$ cat src/rtl/pc_pkg.sv
// Shared definitions for the next-PC unit: jump modes and address-layout constants.
package pc_pkg;

  // Jump modes presented by the control unit; 6 and 7 are unused and decode as SEQ.
  typedef enum logic [2:0] {
    JM_SEQ  = 3'd0,
    JM_J    = 3'd1,
    JM_JR   = 3'd2,
    JM_JAL  = 3'd3,
    JM_BR   = 3'd4,
    JM_JALR = 3'd5
  } jump_mode_e;

  // Pseudo-direct J/JAL targets replace everything below this bit.
  localparam int JTARGET_LSB = 28;

  // Instruction size in bytes; PCs advance and stay aligned to this.
  localparam int PC_ALIGN = 4;

endpackage

$ cat src/rtl/ras_stack.sv
// Return-address stack: circular buffer that overwrites its oldest entry when full.
module ras_stack #(
  parameter int WIDTH     = 32,
  parameter int RAS_DEPTH = 4
) (
  input  logic             clk,
  input  logic             rst_n,
  input  logic             push,
  input  logic             pop,
  input  logic [WIDTH-1:0] push_data,
  output logic [WIDTH-1:0] top,
  output logic             valid,
  output logic             empty
);

  localparam int PTR_W = $clog2(RAS_DEPTH);
  localparam int CNT_W = $clog2(RAS_DEPTH + 1);

  logic [PTR_W-1:0] ptr_q, ptr_d;
  logic [CNT_W-1:0] cnt_q, cnt_d;
  logic [WIDTH-1:0] mem_q [RAS_DEPTH];
  logic [WIDTH-1:0] mem_d [RAS_DEPTH];
  logic [PTR_W-1:0] ptr_inc;

  assign ptr_inc = ptr_q + 1'b1;
  assign valid   = (cnt_q != '0);
  assign empty   = (cnt_q == '0);
  assign top     = valid ? mem_q[ptr_q] : '0;

  // Next stack state: push wins over pop; popping an empty stack leaves it untouched.
  always_comb begin
    ptr_d = ptr_q;
    cnt_d = cnt_q;
    mem_d = mem_q;
    if (push) begin
      ptr_d          = ptr_inc;
      mem_d[ptr_inc] = push_data;
      if (cnt_q != CNT_W'(RAS_DEPTH)) begin
        cnt_d = cnt_q + 1'b1;
      end
    end else if (pop && valid) begin
      ptr_d = ptr_q - 1'b1;
      cnt_d = cnt_q - 1'b1;
    end
  end

  // Stack registers, fully cleared on reset.
  always_ff @(posedge clk or negedge rst_n) begin
    if (!rst_n) begin
      ptr_q <= '0;
      cnt_q <= '0;
      for (int i = 0; i < RAS_DEPTH; i++) begin
        mem_q[i] <= '0;
      end
    end else begin
      ptr_q <= ptr_d;
      cnt_q <= cnt_d;
      mem_q <= mem_d;
    end
  end

endmodule

$ cat src/rtl/pc_next_unit.sv
// Program-counter register with next-PC selection, return-address prediction
// and a saturating misprediction counter.
module pc_next_unit
  import pc_pkg::*;
#(
  parameter int               WIDTH     = 32,
  parameter logic [WIDTH-1:0] RESET_PC  = '0,
  parameter int               RAS_DEPTH = 4,
  parameter int               CNT_W     = 8
) (
  input  logic             clk,
  input  logic             rst_n,
  input  logic             stall,
  input  logic [2:0]       jump,
  input  logic [27:0]      fjump,
  input  logic [15:0]      br_imm,
  input  logic             br_taken,
  input  logic [WIDTH-1:0] jumpreg,
  input  logic             is_ret,
  output logic [WIDTH-1:0] pc,
  output logic [WIDTH-1:0] pc_plus4,
  output logic [WIDTH-1:0] newdir,
  output logic [WIDTH-1:0] link_addr,
  output logic [WIDTH-1:0] ras_pred,
  output logic             ras_valid,
  output logic             mispredict,
  output logic [CNT_W-1:0] mispred_cnt
);

  logic [WIDTH-1:0] pc_q, pc_d;
  logic             mispredict_q, mispredict_d;
  logic [CNT_W-1:0] mispred_cnt_q, mispred_cnt_d;

  logic [WIDTH-1:0] j_target;
  logic [WIDTH-1:0] br_offset;
  logic [WIDTH-1:0] br_target;
  logic             ras_push;
  logic             ras_pop;
  logic             ras_empty;

  assign pc_plus4  = pc_q + WIDTH'(PC_ALIGN);
  assign link_addr = pc_plus4;
  assign j_target  = {pc_plus4[WIDTH-1:JTARGET_LSB], fjump};
  // Word offset: sign-extend the 16-bit immediate and scale by 4.
  assign br_offset = {{(WIDTH - 18){br_imm[15]}}, br_imm, 2'b00};
  assign br_target = pc_plus4 + br_offset;

  // Side effects only happen on a non-stalled cycle; JALR with is_ret is a pure push.
  assign ras_push = !stall && ((jump == JM_JAL) || (jump == JM_JALR));
  assign ras_pop  = !stall && (jump == JM_JR) && is_ret;

  ras_stack #(
    .WIDTH     (WIDTH),
    .RAS_DEPTH (RAS_DEPTH)
  ) u_ras (
    .clk       (clk),
    .rst_n     (rst_n),
    .push      (ras_push),
    .pop       (ras_pop),
    .push_data (link_addr),
    .top       (ras_pred),
    .valid     (ras_valid),
    .empty     (ras_empty)
  );

  // Next-PC select; the register target is authoritative regardless of prediction.
  always_comb begin
    newdir = pc_plus4;
    case (jump)
      JM_J, JM_JAL:   newdir = j_target;
      JM_JR, JM_JALR: newdir = jumpreg;
      JM_BR:          newdir = br_taken ? br_target : pc_plus4;
      default:        newdir = pc_plus4;
    endcase
  end

  // Next state of PC, mispredict pulse and saturating counter.
  always_comb begin
    pc_d          = stall ? pc_q : newdir;
    mispredict_d  = ras_pop && (ras_empty || (ras_pred != jumpreg));
    mispred_cnt_d = mispred_cnt_q;
    if (mispredict_d && (mispred_cnt_q != '1)) begin
      mispred_cnt_d = mispred_cnt_q + 1'b1;
    end
  end

  // PC and prediction-status registers.
  always_ff @(posedge clk or negedge rst_n) begin
    if (!rst_n) begin
      pc_q          <= RESET_PC;
      mispredict_q  <= 1'b0;
      mispred_cnt_q <= '0;
    end else begin
      pc_q          <= pc_d;
      mispredict_q  <= mispredict_d;
      mispred_cnt_q <= mispred_cnt_d;
    end
  end

  assign pc          = pc_q;
  assign mispredict  = mispredict_q;
  assign mispred_cnt = mispred_cnt_q;

endmodule
$ cat config.mk
export PLATFORM = sky130hd
export DESIGN_NAME = pc_next_unit
export DESIGN_NICKNAME = d
export VERILOG_FILES = /design/src/rtl/pc_pkg.sv /design/src/rtl/ras_stack.sv /design/src/rtl/pc_next_unit.sv
export SDC_FILE = /design/constraint.sdc
export NUM_CORES = 1
export LEC_CHECK = 0
export CAP_MARGIN = 20
export CELL_PAD_IN_SITES_DETAIL_PLACEMENT = 1
export CELL_PAD_IN_SITES_GLOBAL_PLACEMENT = 1
export CORE_MARGIN = 1
export CORE_UTILIZATION = 42
export CTS_CLUSTER_SIZE = 24
export DETAILED_ROUTE_END_ITERATION = 12
export PLACE_DENSITY_LB_ADDON = 0.1
export SYNTH_ARGS = -nofsm -noshare
export SYNTH_HDL_FRONTEND = slang
export SYNTH_SLANG_ARGS = --single-unit
$ cat constraint.sdc
create_clock -name clk -period 7.35 [get_ports clk]
set_clock_uncertainty 0.05 [all_clocks]
set_input_delay 1.47 -clock clk [delete_from_list [all_inputs] [get_ports clk]]
set_output_delay 1.47 -clock clk [all_outputs]
set_load 0.005 [all_outputs]
==> results.yml <==
outcome:
  outcome: "complete, no violations"
finish:
  synthToLayoutAreaGrowth_pct: 28.5
  nets: 1604
  fillCellCount: 3066
  stdcell_area_sq_um: 14900
  final_common_cell: "clkdlybuf4s50_1"
  utilization: 0.550
  layout_common_cells: "252 x clkdlybuf4s50_1, 180 x nand2_1, 172 x dfrtp_1, 161 x o21ai_0, 77 x nor2_1"
  finalNonFillerCells: 1835
  drive_above_1_share: 0.106
clocking:
  clock_sinks: 174
  cts_tree: "yes"
  clk_pin_slew_ns: 0.08
  root_buffer: "clkbuf_16"
  post_cts_buffers: 0
  cts_hold_buf: 0
  h-tree-depth: 4
  clock_latency_ns: 0.45
  numCtsBuffers: 17
  post_cts_resized: 0
  clock_tree.buffer_depth: 2
worst_hold_path:
  holdPathStages: 2
  hold_start: "u_ras.mem_q[77]"
  holdPathEnd: "u_ras.mem_q[77]"
  hold_class: "flop to flop"
sta:
  tightest_slew_ns: 0.928
  timing.final.crit_share: 0.956
  setup-tns-final_ns: 0
  maxSlewViolCount: 0
  min_period_ns: 7.03
  finalHoldViolations: 0
  layout_setup_ws_ns: 0.324
  max-slew-margin-rel: 0.381
  setup_viol: 0
  max_freq_ghz: 0.142
  worst_hold_slack_ns: 0.432
synthesis:
  syn_area_sq_um: 11600
  syn_avg_cell_area_sq_um: 9.06
  synth-main-ff-cell: "dfrtp_1"
  synthArstFlopShare: 1.00
  ys.warnings.count: 0
  ys_seq_elements: 174
  yosysTopAreaCellShare: 0.376
  synthDistinctLibCells: 73
  syn-instance-count: 1277
  yosys.area.top_type: "dfrtp_1"
  synth_seq_area_share: 0.376
  synth_nets: 1403
  synth.area.top_cells: "dfrtp_1 38%, o21ai_0 7.0%, mux4_2 6.2%, nand2_1 5.8%, ha_1 4.3%"
  synth_edf_count: 0
place:
  placed_cells: 1799
  place_ws_ns: 0.504
  gp_congestion: 0.894
  placed_area_sq_um: 14200
  numPortBuffers: 253
  hpwl_microns: 33600
die:
  rows: 60
  ios: 254
  dieArea_sq_um: 28200
  start_util: 0.428
  core_area_sq_um: 27000
  die_height_microns: 168
  die_w_microns: 168
global_route:
  grt_overflow: 0
  grt_pass1_wl_microns: 68000
  grt_pass1_vias: 11266
  antenna_found_initial: 4
  track_usage: 0.319
  grt_max_degree: 95
route:
  route.detailed.drc: 0
  wl_per_cell_microns: 24.3
  antenna_left: 0
  wirelength_microns: 44600
  vias: 11026
  drtPass1Iterations: 5
  vias_per_cell: 6.01
  drt-initial-drc-count: 861
pwr:
  p_per_area_nw_per_um2: 369
  power_leakage_nw: 6.35
  ir_worst_vdd_mv: 0.198
  p_total_mw: 5.49
worst_setup_path:
  worst-endpoint-arrival_ns: 5.51
  end_kind: "output port"
  crit_fanout: 7
  r2r_cells: 16
  path_class: "flop to output port"
  reg2reg_from: "pc[10]"
  r2r-end: "pc[31]"
  cp-start-kind: "flop"
  critPathRequiredTime_ns: 5.83
  reg2reg_setup_slack_ns: 2.53
run:
  drv_cap: 0
## registers in the layout, indices dropped and copies added (netlist names)
register and flops:
u_ras.mem_q 128, mispredict 1, pc 32, mispred_cnt 8
u_ras.ptr_q 2, u_ras.cnt_q 3
## Yosys cell counts, drive strengths merged (3+ instances only)
library cell and n:
nand4 14, o21ai 181, xor2 43, a22o 3
ha 40, dfrtp 174, or2 3, nand2 180
mux2i 11, and2 33, a32oi 4, o31a 3
o211ai 6, nor2b 3, a211o 3, xnor2 41
o31ai 6, a2bb2oi 4, buf 40, clkbuf 59
mux4 32, o21bai 4, a21oi 55, nor4 7
nor3 15, o22ai 16, o221ai 3, o21a 7
inv 57, a222oi 16, o41ai 6, nand3 17
a31oi 13, nor2 78, nand2b 3, a21o 13
a211oi 9, and3 13, mux2 38
## per-layer routing
layer  wire, microns  up-vias  track usage
li1                -     4951            -
met1           19300     5587        0.431
met2           21000      432        0.521
met3            3200       56       0.0590
met4            1020        0       0.0977
met5               0        -            0
## how the worst max path moves through the flow
stage	startpoint	end	slack (ns)	cells past startpoint
global placement	br_imm[1]	newdir[31]	0.53	12
detailed placement	br_imm[1]	newdir[31]	0.50	12
global route	pc[2]	newdir[31]	-0.01	17
finish	pc[10]	newdir[31]	0.32	17
CTS	pc[2]	newdir[31]	0.15	17
floorplan	pc[9]	newdir[31]	1.76	16
## power breakdown
part	switching [mW]	internal [mW]
Clock	0.460	0.452
Sequential	0.299	1.33
Combinational	1.47	1.47
Total	2.23	3.26
## kinds of logic (layout without fill, tap and decap cells)
kind of cell | after synthesis | after routing | share of synthesized area
adder cells (fa/ha/maj) | 42 | 42 | 0.0467
XOR/XNOR | 84 | 84 | 0.0636
multiplexers | 81 | 81 | 0.109
AO/OA/AOI/OAI | 366 | 366 | 0.193
other | 0 | 4 | 0
AND/OR/NAND/NOR | 374 | 374 | 0.147
buffers and inverters | 156 | 369 | 0.0640
flip-flops | 174 | 174 | 0.376
## layout make-up
| cell class | count | area, sq um | share of cell area |
|---|---|---|---|
| inverter | 57 | 214 | 0.0144 |
| antenna | 4 | 10.0 | 0.000673 |
| multi-input combinational | 947 | 6510 | 0.438 |
| timing repair buffer | 281 | 2770 | 0.186 |
| sequential | 174 | 4360 | 0.293 |
| tap | 341 | 427 | 0.0287 |
| clock inverter | 14 | 151 | 0.0102 |
| clock buffer | 17 | 425 | 0.0286 |
## critical path, cell delays in order (launching register included)
cell,delay [ns]
dfrtp_1,0.54
nand4_1,0.27
nor4_2,0.35
buf_4,0.21
nand4_1,0.15
xor2_2,0.30
inv_1,0.18
ha_1,0.41
a211oi_1,0.29
o21bai_1,0.13
a21o_1,0.18
a21o_1,0.16
a21o_1,0.18
a221oi_2,0.31
mux2i_2,0.34
mux2_4,0.34
nor3_1,0.18
clkdlybuf4s50_1,0.52
Note: power is estimated with default switching activity, not from simulation.
